==> src/rtl/alu_postprocess.sv <==
// alu_postprocess: forms the final ALU result and Z/N/C/V flags from the adder
// or logic-unit output, then queues {R, flags} in a 2-entry circular buffer
// with valid/ready handshakes on both the input and output sides.
module alu_postprocess #(
  parameter int WIDTH = 4,
  parameter int DEPTH = 2
) (
  input  logic             clk,
  input  logic             rst_n,
  input  logic             in_valid,
  output logic             in_ready,
  input  logic [2:0]       Op,
  input  logic [WIDTH-1:0] AMod,
  input  logic [WIDTH-1:0] BMod,
  input  logic [WIDTH-1:0] Sum,
  input  logic             Cout,
  input  logic [WIDTH-1:0] LogicRes,
  output logic             out_valid,
  input  logic             out_ready,
  output logic [WIDTH-1:0] R,
  output logic             Z,
  output logic             N,
  output logic             C,
  output logic             V
);

  localparam int MSB = WIDTH - 1;

  // One buffered result: the value together with the flags derived from it.
  typedef struct packed {
    logic [WIDTH-1:0] r;
    logic             z;
    logic             n;
    logic             c;
    logic             v;
  } entry_t;

  entry_t     mem [DEPTH];
  entry_t     next_entry;
  logic       wr_ptr;
  logic       rd_ptr;
  logic [1:0] count;
  logic       push;
  logic       pop;

  // Select the result and derive the flags for the entry about to be pushed.
  always_comb begin
    // NOTE: a full default before any branch guarantees no field is left
    // unassigned on some path, so no latch can be inferred.
    next_entry = '0;
    if (Op[2]) begin
      // Logic ops never carry or overflow; adder inputs are ignored.
      next_entry.r = LogicRes;
    end else begin
      next_entry.r = Sum;
      next_entry.c = Cout;
      // Signed overflow: operands agree in sign but the sum does not.
      next_entry.v = (AMod[MSB] == BMod[MSB]) && (Sum[MSB] != AMod[MSB]);
    end
    next_entry.z = (next_entry.r == '0);
    next_entry.n = next_entry.r[MSB];
  end

  // Handshake status depends only on the occupancy count.
  assign in_ready  = (count < 2'd2);
  assign out_valid = (count != 2'd0);
  assign push      = in_valid && in_ready;
  assign pop       = out_valid && out_ready;

  // Buffer storage, pointers and occupancy count with synchronous reset.
  always_ff @(posedge clk) begin
    // NOTE: state is updated with non-blocking assignments so every register
    // sees pre-edge values, independent of statement order.
    if (!rst_n) begin
      wr_ptr <= 1'b0;
      rd_ptr <= 1'b0;
      count  <= 2'd0;
      // NOTE: storage is cleared on reset because R and the flags are read
      // straight from it and must show zero after reset.
      for (int i = 0; i < DEPTH; i++) begin
        mem[i] <= '0;
      end
    end else begin
      if (push) begin
        mem[wr_ptr] <= next_entry;
        wr_ptr      <= ~wr_ptr;
      end
      if (pop) begin
        rd_ptr <= ~rd_ptr;
      end
      case ({push, pop})
        2'b10:   count <= count + 2'd1;
        2'b01:   count <= count - 2'd1;
        default: count <= count;
      endcase
    end
  end

  // Head entry drives the outputs directly from storage registers.
  assign R = mem[rd_ptr].r;
  assign Z = mem[rd_ptr].z;
  assign N = mem[rd_ptr].n;
  assign C = mem[rd_ptr].c;
  assign V = mem[rd_ptr].v;

endmodule

==> config.mk <==
export PLATFORM = sky130hd
export DESIGN_NAME = alu_postprocess
export DESIGN_NICKNAME = d
export VERILOG_FILES = /design/src/rtl/alu_postprocess.sv
export SDC_FILE = /design/constraint.sdc
export NUM_CORES = 1
export LEC_CHECK = 0
export ABC_AREA = 1
export BUFFER_PORTS_ARGS = -buffer_cell sky130_fd_sc_hd__clkbuf_2
export CORE_AREA = 5 5 52 54
export DETAILED_ROUTE_END_ITERATION = 7
export DIE_AREA = 0 0 57 59
export PLACE_DENSITY = 0.72
export SYNTH_ARGS = -nofsm -noshare
export SYNTH_HDL_FRONTEND = slang
export SYNTH_SLANG_ARGS = --single-unit
==> constraint.sdc <==
create_clock -name clk -period 1.9 [get_ports clk]
set_input_delay 0.57 -clock clk [delete_from_list [all_inputs] [get_ports clk]]
set_output_delay 0.57 -clock clk [all_outputs]
set_load 0.05 [all_outputs]
Yosys cells after proc, flatten, opt, wreduce, memory -nomap -nowiden
Memories as Yosys holds them, arrays and structs flattened. A register that Yosys moved wholly into a read port is not among the register bits.
Cells that the tools add are included.
{"block": "op_classes", "addsub": 2, "order_cmp": 1, "n_eq_ne": 4, "mux": 12, "n_bitwise": 2, "n_reduce_logical": 7}
{"cell": "$mux 1", "count": 8}
{"cell": "$mux 8", "count": 1}
{"cell": "$reduce_or 8->1", "count": 1}
{"cell": "$logic_not 4->1", "count": 1}
{"cell": "$mux 4", "count": 1}
{"cell": "$pmux 2 s2", "count": 1}
{"cell": "$reduce_bool 2->1", "count": 2}
{"cell": "$logic_and 1x1->1", "count": 3}
{"cell": "$add 2x1->2 const B", "count": 1}
{"cell": "$eq 2x1->1 const B", "count": 1}
{"cell": "$eq 2x2->1 const B", "count": 1}
{"cell": "$lt 2x2->1 const B", "count": 1}
{"cell": "$mux 2", "count": 1}
{"cell": "$not 1->1", "count": 2}
{"cell": "$sub 2x1->2 const B", "count": 1}
{"cell": "$eq 1x1->1", "count": 1}
{"cell": "$ne 1x1->1", "count": 1}
{"block": "word_totals", "regBits": 4, "ram_bits": 16, "inputBits": 24, "out_inout_bits": 10, "word_cells": 32, "n_memories": 1}
{"name": "mem", "depth": 2, "width": 8, "rd": 1, "rd_ports_with_merged_regs": 1, "wr": 2, "line": "38", "text": "entry_t mem [DEPTH];"}

Logic depth before layout (Yosys ltp)
Gate-level depths: netlist of run 1.
{"block": "depth", "depth_word": 7, "ltp_mapped": 8, "mapped_depth_nobuf": 8}

Worst setup path after synthesis of run 1
No wires, ideal clock.
{"block": "synth_path", "path_kind": "register -> output", "from": "register (tool-made name)", "to": "output port R[3]", "arrival_ps": 1151, "required_time_ps": 1330, "path_slack_ps": 179, "stages_incl_launch_ff": 4, "cell_sequence": "dfxtp_1 > buf_2 > mux2_2 > buf_4"}
{"item": "end: declaration", "line": "20", "text": "output logic [WIDTH-1:0] R,"}

==> results of run 1 <==
registers in the layout, summed over array words and instances, names as in the netlist, named ones only:
name and cells:
count 2, mem 14, rd_ptr 1, wr_ptr 1
layout make-up:
class	instances	area, um^2
clock buffers	4	26.3
fillers	226	1060
inverters	11	41.3
multi-input cells	67	342
flip-flops and latches	19	524
well taps	28	35.0
repair buffers	26	145
metrics by stage:
stage	power [W]	instance area (um^2)	worst slack (ns)	hold slack, ns	utilization [%]
finish	0.00124	1110	0.0668	0.501	51.3
global route	0.00131	1110	0.0232	0.540	51.3
CTS	0.00125	1110	0.00442	0.501	51.2
detailed placement	0.00104	1070	0.211	0.481	49.4
global placement	0.00103	1070	0.201	0.468	49.4
floorplan	0.000945	923	0.179	0.451	-
timing repair:
action | in CTS | in global routing
pin swaps | 0 | 0
endpoints found under the setup margin | 8 | 6
resized for setup | 6 | 3
cell families (layout without fill, tap and decap cells):
group	after synthesis	in the layout
AND/OR/NAND/NOR	55	55
multiplexers	7	7
buffers and inverters	14	41
adder cells (fa/ha/maj)	1	1
AO/OA/AOI/OAI	4	4
flip-flops	19	19
worst register-to-register path, cell delays in order, from the launching register on:
cell	delay (ns)
sky130_fd_sc_hd__dfxtp_1	0.35
sky130_fd_sc_hd__inv_1	0.13
sky130_fd_sc_hd__nand2_1	0.11
sky130_fd_sc_hd__nor2_1	0.12
sky130_fd_sc_hd__nand2_2	0.14
sky130_fd_sc_hd__nand2_1	0.31
layer usage:
layer	global-route usage [%]	vias up
met5	0	-
li1	-	377
met3	2.18	4
met1	11.6	308
met2	19.2	21
met4	6.95	0
cell usage in the layout, fill, tap and decap left out, drive strengths merged:
cell / netlist / routed
clkbuf: 0 / 27
nand2: 26 / 26
nor2: 22 / 22
edfxtp: 14 / 14
inv: 11 / 11
mux2: 7 / 7
dfxtp: 5 / 5
nand3: 3 / 3
buf: 3 / 3
nand4: 2 / 2
nor3: 2 / 2
o21a: 1 / 1
o21bai: 1 / 1
o21ai: 1 / 1
a21oi: 1 / 1
ha: 1 / 1
worst paths after layout:
path	cells after the start	startpoint	to	slack [ns]
setup / recovery	2	register	R[2]	0.07
hold / removal	2	wr_ptr	wr_ptr	0.50
setup reg to reg	5	count[1]	mem[0][0]	0.44
hold reg to reg	2	wr_ptr	wr_ptr	0.50
where the power goes:
group          switching, W  internal [W]  leakage (nW)
combinational      0.000342      0.000146         0.328
clock              0.000113     0.0000815        0.0150
sequential        0.0000432      0.000511         0.189
total              0.000498      0.000738         0.531
==> impl_summary.txt, run 1 <==
----------------------------------------------------
[Outcome]
  Outcome ... finished clean

[Logic synthesis]
  Count of cell types in the netlist ... 19
  Simple-gate portion of the synthesized area ... 24.4%
  Number of instances in the synthesized netlist ... 100
  Synth warnings ... 0
  Main flop type after synthesis ... sky130_fd_sc_hd__edfxtp_1
  Ys async rst share ... 0%
  Compound-Gate Fraction of Synth Area ... 2.71%
  Total of flip-flops plus latches after synthesis ... 19
  Most numerous cell in the Yosys netlist ... sky130_fd_sc_hd__nand2_1
  Biggest area consumer among synthesized cells ... sky130_fd_sc_hd__edfxtp_1
  Fraction of post-synthesis cell area in the top cell type by area ... 45.5%
  Most area-consuming cells after synthesis ... sky130_fd_sc_hd__edfxtp_1, sky130_fd_sc_hd__dfxtp_1, sky130_fd_sc_hd__nand2_1, sky130_fd_sc_hd__nor2_1, sky130_fd_sc_hd__mux2_2
  Area of the mapped netlist ... 923 um^2
  Count of flip-flops with a built-in enable after synthesis ... 14
  Share of synthesized area spent on multiplexers ... 8.54%
  Top cells by instance count after synthesis ... sky130_fd_sc_hd__nand2_1, sky130_fd_sc_hd__nor2_1, sky130_fd_sc_hd__edfxtp_1
  Sequential element share of the synthesized area ... 56.4%
  Synth Area in XOR/XNOR ... 0%
  Area share of fa/ha/maj cells after synthesis ... 1.36%
  Syn avg cell area ... 9.23 um^2
  Synth Net Count ... 125
  Main combinational cell family by area after synthesis ... simple AND/OR/NAND/NOR gates

[GRT]
  Global-route wire length before repair ... 2.76 mm
  Antenna violations before repair ... 0
  Residual overflow from global routing ... 0
  Maximum number of pins on one net before global-route repair ... 11
  Via count of the first global-routing pass ... 680
  Total global-route track usage ... 10.8%

[Route]
  Antenna violation net count after detailed routing ... 0
  Routed vias/inst ... 4.58
  Sum of met2 wire segment lengths after detailed routing ... 824 um
  Remaining routing DRC violations ... 0
  DRC violation total after the first TritonRoute iteration ... 9
  Post-route met1 wirelength ... 712 um
  Top layer in use ... met4
  Routed wire per std cell ... 10.8 um
  Number of vias in the routed layout ... 710
  Final wirelength ... 1.67 mm
  Detailed-routing iteration count for the pre-antenna-repair pass ... 4
  Amount of wire on met3 after detailed routing ... 92 um

[Clock network]
  Clock Tree Root ... sky130_fd_sc_hd__clkbuf_4
  Hold buffers post-CTS ... 0
  Buffer depth of the longest clock path ... 2
  CTS buffer count ... 3
  Htree depth ... 1
  Clock tree from TritonCTS ... built
  TritonCTS Sinks ... 19
  Number of buffers inserted by post-CTS setup repair ... 0
  Worst-path clk slew ... 0.10 ns
  Worst-skew pair later-pin latency ... 0.28 ns

[Timing]
  Setup TNS ... 0 ns
  Unrepaired setup endpoints after global routing ... no
  Transition time at the pin with the least slew margin ... 0.339 ns
  Setup violations, final ... 0
  Pins Over Slew Limit ... 0
  Layout Skew ... 0.000748 ns
  Tmin final ... 1.83 ns
  Maximum frequency from static timing analysis ... 546 MHz
  Worst rel slew slack ... 77.4%
  Final hold viol count ... 0
  Ratio of final minimum period to clock period ... 96.5%

[Power and ir drop]
  Areal power density over the cells ... 1110 nW/um^2
  Worst supply voltage drop on vdd ... 478 uV
  Static leakage power ... 0.531 nW

[Worst setup path]
  Ordered cell list for the critical path ... mux2_2 > clkbuf_2
  WP buf/inv ... 1
  Slowest Stage Delay on Critical Path ... 0.41 ns
  Worst Setup Path Type ... register to output pin
  Cell at the slowest stage of the critical path ... sky130_fd_sc_hd__dfxtp_4
  Critical Path Start Type ... register
  Worst setup EP type ... output pin
  Category of cells accounting for the largest share of critical-path delay ... flip-flops
  Critical Path Fanout Max ... 7
  Arr. time, crit path ... 1.26 ns
  Required time of the critical path ... 1.33 ns

[Floorplan]
  Die ar. ... 3360 um^2
  Number of ports placed on the die boundary ... 34
  Standard cell core area ... 2170 um^2
  Initial Util ... 42.6%
  Die Width ... 57 um
  Die Y ... 59 um
  Std cell rows ... 17

[Run]
  Max cap viols ... 0

[Placement]
  Hpwl dp ... 1.35 mm
  Inst Count DP ... 151
  Port Buffer Count ... 25
  GPL Wtd Cong ... 0.692

[Layout]
  Syn-to-layout area delta ... 20.6%
  Number of nets in the finished design ... 153
  Ratio of cells with drive above 1 in the final layout ... 31.5%
  Post-route non-filler standard cell count ... 155
  Antenna Cells ... 0

[Hold path]
  Type of the most critical hold path ... register to register

----------------------------------------------------
No activity file was read; power rests on OpenSTA's default activity.
==> inputs of run 2 (changes only) <==
--- a/config.mk
+++ b/config.mk
@@ -7,10 +7,10 @@
 export LEC_CHECK = 0
 export ABC_AREA = 1
 export BUFFER_PORTS_ARGS = -buffer_cell sky130_fd_sc_hd__clkbuf_2
-export CORE_AREA = 5 5 52 54
+export CORE_AREA = 5 5 51 53
 export DETAILED_ROUTE_END_ITERATION = 7
-export DIE_AREA = 0 0 57 59
-export PLACE_DENSITY = 0.72
+export DIE_AREA = 0 0 56 58
+export PLACE_DENSITY = 0.74
 export SYNTH_ARGS = -nofsm -noshare
 export SYNTH_HDL_FRONTEND = slang
 export SYNTH_SLANG_ARGS = --single-unit
==> constraint.sdc (replaced) <==
create_clock -name clk -period 2.2 [get_ports clk]
set_input_delay 0.66 -clock clk [delete_from_list [all_inputs] [get_ports clk]]
set_output_delay 0.66 -clock clk [all_outputs]
set_load 0.05 [all_outputs]
==> run 2 against run 1 <==
Against the previous run: non-clock buffer count stayed put; die area decreased by 3.4%; via count shrank 0.70%; routed wire length down 6.8%; sequential power decreased by 14%; setup slack improved by 0.062 ns; combinational power shrank 16%; critical endpoint is now N.
==> impl_summary.txt, run 2 (same netlist as run 1, synthesis figures left out) <==
----------------------------------------------------
[GRT]
  Total global-route track usage ... 10.3%
  Residual overflow from global routing ... 0
  Maximum number of pins on one net before global-route repair ... 11
  Global-route wire length before repair ... 2.64 mm
  Antenna violations before repair ... 0
  Via count of the first global-routing pass ... 635

[Route]
  Number of vias in the routed layout ... 705
  Final wirelength ... 1.56 mm
  Remaining routing DRC violations ... 0
  Routed vias/inst ... 4.55
  Routed wire per std cell ... 10.1 um
  DRC violation total after the first TritonRoute iteration ... 3
  Detailed-routing iteration count for the pre-antenna-repair pass ... 4
  Antenna violation net count after detailed routing ... 0

[Timing]
  Ratio of final minimum period to clock period ... 94.1%
  Unrepaired setup endpoints after global routing ... no
  Worst rel slew slack ... 79.3%
  Worst setup slack after layout ... 0.129 ns
  Setup violations, final ... 0
  Tmin final ... 2.07 ns
  Transition time at the pin with the least slew margin ... 0.310 ns
  Maximum frequency from static timing analysis ... 483 MHz
  Layout Skew ... 0.00593 ns
  Final hold viol count ... 0
  Setup TNS ... 0 ns
  Pins Over Slew Limit ... 0

[Clock network]
  CTS buffer count ... 3
  Hold buffers post-CTS ... 0
  Clock tree from TritonCTS ... built
  Clock Tree Root ... sky130_fd_sc_hd__clkbuf_4
  Worst-path clk slew ... 0.09 ns
  CTS resizes ... 0
  Number of buffers inserted by post-CTS setup repair ... 0
  TritonCTS Sinks ... 19
  Buffer depth of the longest clock path ... 2
  Htree depth ... 1
  Worst-skew pair later-pin latency ... 0.28 ns

[Power and ir drop]
  Areal power density over the cells ... 958 nW/um^2
  Switching component of the power ... 0.000426 W
  Clock network power share ... 15.7%
  Power share of the combinational group ... 39.0%
  Internal Pwr Total ... 0.000625 W
  Worst supply voltage drop on vdd ... 414 uV
  Relative contribution of sequential cells to total power ... 45.4%
  Static leakage power ... 0.529 nW
  Proportion of total power due to net switching ... 40.5%

[Layout]
  Max FFs per register ... 14
  Syn-to-layout area delta ... 18.8%
  Multi-input gate area in the final layout ... 342 um^2
  Biggest regs ... mem (14), count (2)
  Number of nets in the finished design ... 153
  Commonest cells after routing, fill and taps aside ... sky130_fd_sc_hd__nand2_1, sky130_fd_sc_hd__clkbuf_2, sky130_fd_sc_hd__nor2_1
  Antenna Cells ... 0
  Sequential Area ... 520 um^2
  Ratio of cells with drive above 1 in the final layout ... 30.7%
  Fill count ... 211
  Most flop-heavy register ... mem

[Worst setup path]
  Critical Path Start Type ... register
  Arr. time, crit path ... 1.41 ns
  Critical Path Fanout Max ... 7
  Worst setup EP type ... output pin
  Worst Setup Path Type ... register to output pin
  Number of cells on the worst reg-to-reg path ... 5
  Required time of the critical path ... 1.54 ns

[Run]
  Max cap viols ... 0

[Floorplan]
  Number of ports placed on the die boundary ... 34
  Standard cell core area ... 2110 um^2
  Die ar. ... 3250 um^2
  Die Y ... 58 um
  Initial Util ... 43.9%
  Std cell rows ... 17
  Die Width ... 56 um

[Hold path]
  Type of the most critical hold path ... register to register
  Count of cells along the worst hold path ... 2

[Placement]
  Worst setup slack after placement ... 0.415 ns
  Hpwl dp ... 1.24 mm
  GPL Wtd Cong ... 0.685
  Port Buffer Count ... 25

[Outcome]
  Outcome ... finished clean

----------------------------------------------------
==> run 2: cell count changes in the layout (fill, tap and decap cells not counted) <==
cell,previous run,this run
sky130_fd_sc_hd__clkbuf_2,18,25
sky130_fd_sc_hd__buf_2,2,0
sky130_fd_sc_hd__clkbuf_4,8,3
sky130_fd_sc_hd__dfxtp_4,1,0
sky130_fd_sc_hd__dfxtp_1,4,5
==> run 2: cell type report <==
cell class	count	share of cell area [%]
Inverter	11	3.76
Timing Repair Buffer	26	12.1
Sequential cell	19	47.4
Tap cell	28	3.19
Clock buffer	4	2.39
Multi-Input combinational cell	67	31.1
==> run 2: through the flow <==
stage	power (W)	util, %	instances	area (um^2)	hold WS, ns
6_report	0.00105	52.1	155	1100	0.494
3_5_place_dp	0.000899	50.9	151	1070	0.482
3_3_place_gp	0.000888	50.9	151	1070	0.468
5_1_grt	0.00111	52.1	155	1100	0.532
4_1_cts	0.00106	52.1	155	1100	0.505
2_1_floorplan	0.000816	-	100	923	0.451
==> run 2: layer usage <==
metal	wire length [um]	GRT usage, %	part of all wire (%)	up-vias
met5	0	0	0	-
met1	744	12.4	48	306
met3	77	1.78	4.9	2
met2	708	17.4	45	20
met4	28	6.10	1.8	0
li1	-	-	-	377
==> run 2: power by group through the flow <==
| stage | Sequential (W) | Combinational [W] | Clock, W |
|---|---|---|---|
| final | 0.000477 | 0.000410 | 0.000165 |
| after detailed placement | 0.000485 | 0.000414 | 0 |
| after floorplan | 0.000467 | 0.000350 | 0 |
| after CTS | 0.000477 | 0.000414 | 0.000170 |
| after global routing | 0.000484 | 0.000453 | 0.000178 |
| after global placement | 0.000482 | 0.000405 | 0 |
==> run 2: worst paths after layout <==
path / startpoint / end / slack (ns)
worst max-delay path: register / N / 0.13
worst min-delay path: rd_ptr / rd_ptr / 0.49
worst max register to register: count[1] / mem[0][5] / 0.77
worst min register to register: rd_ptr / rd_ptr / 0.49
==> run 2: critical path, stage by stage (launching register included) <==
cell	delay [ns]
sky130_fd_sc_hd__dfxtp_1	0.51
sky130_fd_sc_hd__mux2_2	0.38
sky130_fd_sc_hd__clkbuf_2	0.24
==> inputs of run 3 (changes only) <==
--- a/config.mk
+++ b/config.mk
@@ -5,12 +5,11 @@
 export SDC_FILE = /design/constraint.sdc
 export NUM_CORES = 1
 export LEC_CHECK = 0
-export ABC_AREA = 1
 export BUFFER_PORTS_ARGS = -buffer_cell sky130_fd_sc_hd__clkbuf_2
 export CORE_AREA = 5 5 51 53
 export DETAILED_ROUTE_END_ITERATION = 7
 export DIE_AREA = 0 0 56 58
-export PLACE_DENSITY = 0.74
+export PLACE_DENSITY = 0.75
 export SYNTH_ARGS = -nofsm -noshare
 export SYNTH_HDL_FRONTEND = slang
 export SYNTH_SLANG_ARGS = --single-unit
==> run 3 against run 2 <==
Against the previous run: cell area grew 0.91%; non-clock buffer count grew 1; register-to-register slack lost 0.17 ns; die area is the same; synthesized cell count shrank 25%; sequential cell count is the same; sequential share of layout area shrank 0.43 points; clock-buffer cell count is the same; sequential power grew 11%; core utilization grew 0.48 points; critical endpoint is now R[3].
==> impl_summary.txt, run 3 <==
----------------------------------------------------
[Outcome]
  Outcome ... finished clean

[Route]
  Remaining routing DRC violations ... 0
  Routed vias/inst ... 4.77
  Number of vias in the routed layout ... 625
  Routed wire per std cell ... 12.7 um
  Final wirelength ... 1.67 mm
  Detailed-routing iteration count for the pre-antenna-repair pass ... 4
  Antenna violation net count after detailed routing ... 0
  DRC violation total after the first TritonRoute iteration ... 7

[Timing]
  Worst rel slew slack ... 75.5%
  Maximum frequency from static timing analysis ... 478 MHz
  Final hold viol count ... 0
  Setup violations, final ... 0
  Transition time at the pin with the least slew margin ... 0.366 ns
  Tmin final ... 2.09 ns
  Layout Skew ... 0.00303 ns
  Setup TNS ... 0 ns
  Pins Over Slew Limit ... 0
  Ratio of final minimum period to clock period ... 95.1%
  Unrepaired setup endpoints after global routing ... no

[GRT]
  Antenna violations before repair ... 0
  Residual overflow from global routing ... 0
  Via count of the first global-routing pass ... 652
  Global-route wire length before repair ... 2.79 mm
  Total global-route track usage ... 11.2%
  Maximum number of pins on one net before global-route repair ... 11

[Layout]
  Syn-to-layout area delta ... 19.3%
  Commonest non-fill, non-tap cell in the layout ... sky130_fd_sc_hd__clkbuf_2
  Ratio of cells with drive above 1 in the final layout ... 41.7%
  Sequential Area ... 520 um^2
  Antenna Cells ... 0
  Most flop-heavy register ... mem
  Biggest regs ... mem (14), count (2)
  Number of nets in the finished design ... 129
  Multi-input gate area in the final layout ... 378 um^2
  Max FFs per register ... 14
  Commonest cells after routing, fill and taps aside ... sky130_fd_sc_hd__clkbuf_2, sky130_fd_sc_hd__edfxtp_1, sky130_fd_sc_hd__nor2_1
  Final design area excluding fillers ... 1110 um^2
  Fill count ... 195

[Clock network]
  CTS buffer count ... 3
  TritonCTS Sinks ... 19
  Hold buffers post-CTS ... 0
  Worst-path clk slew ... 0.09 ns
  Number of buffers inserted by post-CTS setup repair ... 0
  Clock Tree Root ... sky130_fd_sc_hd__clkbuf_4
  Htree depth ... 1
  Worst-skew pair later-pin latency ... 0.29 ns
  CTS resizes ... 0
  Buffer depth of the longest clock path ... 2
  Clock tree from TritonCTS ... built

[Logic synthesis]
  Most area-consuming cells after synthesis ... sky130_fd_sc_hd__edfxtp_1, sky130_fd_sc_hd__dfxtp_1, sky130_fd_sc_hd__mux2_2, sky130_fd_sc_hd__nor2_1, sky130_fd_sc_hd__mux2i_1
  Most numerous cell in the Yosys netlist ... sky130_fd_sc_hd__edfxtp_1
  Biggest area consumer among synthesized cells ... sky130_fd_sc_hd__edfxtp_1
  Total of flip-flops plus latches after synthesis ... 19
  Sequential element share of the synthesized area ... 56.1%
  Number of instances in the synthesized netlist ... 75
  Fraction of post-synthesis cell area in the top cell type by area ... 45.3%
  Area of the mapped netlist ... 928 um^2
  Syn avg cell area ... 12.4 um^2
  Top cells by instance count after synthesis ... sky130_fd_sc_hd__edfxtp_1, sky130_fd_sc_hd__nor2_1, sky130_fd_sc_hd__mux2_2
  Synth warnings ... 0
  Ys async rst share ... 0%
  Count of flip-flops with a built-in enable after synthesis ... 14
  Main flop type after synthesis ... sky130_fd_sc_hd__edfxtp_1
  Count of cell types in the netlist ... 28
  Synth Net Count ... 100

[Floorplan]
  Standard cell core area ... 2110 um^2
  Number of ports placed on the die boundary ... 34
  Std cell rows ... 17
  Die Width ... 56 um
  Die Y ... 58 um
  Initial Util ... 44.1%
  Die ar. ... 3250 um^2

[Power and ir drop]
  Worst supply voltage drop on vdd ... 834 uV
  Power share of the combinational group ... 46.8%
  Clock network power share ... 12.7%
  Static leakage power ... 0.460 nW
  Proportion of total power due to net switching ... 42.9%
  Internal Pwr Total ... 0.000744 W
  Total power of the final layout ... 0.00130 W
  Switching component of the power ... 0.000560 W
  Areal power density over the cells ... 1180 nW/um^2
  Relative contribution of sequential cells to total power ... 40.5%

[Worst setup path]
  Worst Setup Path Type ... register to output pin
  Worst setup EP type ... output pin
  Required time of the critical path ... 1.54 ns
  Crit Reg-Reg Endpoint ... count[1]
  Critical path capture point ... R[3]
  Critical Path Start Type ... register
  Startpoint of the worst register-to-register path ... count[1]
  Critical Path Fanout Max ... 7
  Slack of the worst reg-to-reg path ... 0.60 ns
  Arr. time, crit path ... 1.43 ns
  Number of cells on the worst reg-to-reg path ... 5

[Placement]
  Hpwl dp ... 1.30 mm
  Port Buffer Count ... 25
  GPL Wtd Cong ... 0.741
  Placed inst area ... 1080 um^2

[Hold path]
  Type of the most critical hold path ... register to register

[Run]
  Max cap viols ... 0

----------------------------------------------------
-- run 3: logic make-up after synthesis --
family / share of synthesized area [%]
fa+ha+maj: 1.35
mux: 12.8
compound gates: 4.85
simple gates: 17.9
buf+inv: 3.23
flops: 56.1
xor+xnor: 3.77
-- run 3: how the worst min path moves through the flow --
stage / to / cells after the start / startpoint / slack (ns)
floorplan: count[1] / 2 / count[1] / 0.50
global placement: rd_ptr / 2 / rd_ptr / 0.52
detailed placement: rd_ptr / 2 / rd_ptr / 0.54
CTS: count[1] / 2 / count[1] / 0.56
global route: register / 2 / rd_ptr / 0.62
finish: rd_ptr / 2 / rd_ptr / 0.56
-- run 3: per-stage QoR --
stage,setup WS [ns],instances,util (%),hold WS [ns]
2_1_floorplan,0.276,75,-,0.498
3_3_place_gp,0.256,127,51.3,0.522
3_5_place_dp,0.218,127,51.3,0.535
4_1_cts,0.0816,131,52.6,0.557
5_1_grt,0.0394,131,52.6,0.624
6_report,0.109,131,52.6,0.560
-- run 3: power groups by stage --
stage / registers, W / clock network [W] / logic [W]
floorplan: 0.000508 / 0 / 0.000520
global placement: 0.000531 / 0 / 0.000604
detailed placement: 0.000535 / 0 / 0.000615
CTS: 0.000529 / 0.000172 / 0.000616
global route: 0.000538 / 0.000189 / 0.000654
finish: 0.000528 / 0.000166 / 0.000610
-- run 3: final cells by class --
class,count,area share (%)
Clock buffer,4,2.37
Inverter,2,0.678
Multi-Input combinational cell,51,34.1
Sequential cell,19,47.0
Tap cell,28,3.16
Timing Repair Buffer,27,12.7
-- run 3: layer usage --
metal | global-route usage, % | share of wire (%) | up-vias
met5 | 0 | 0 | -
met4 | 6.10 | 2.0 | 0
met3 | 1.56 | 5.9 | 4
met2 | 21.4 | 53 | 22
met1 | 11.7 | 39 | 278
li1 | - | - | 321
-- run 3: worst max-delay path, cell delays in order (launching register included) --
cell                       delay (ns)
sky130_fd_sc_hd__dfxtp_1         0.52
sky130_fd_sc_hd__mux2_2          0.39
sky130_fd_sc_hd__clkbuf_2        0.24
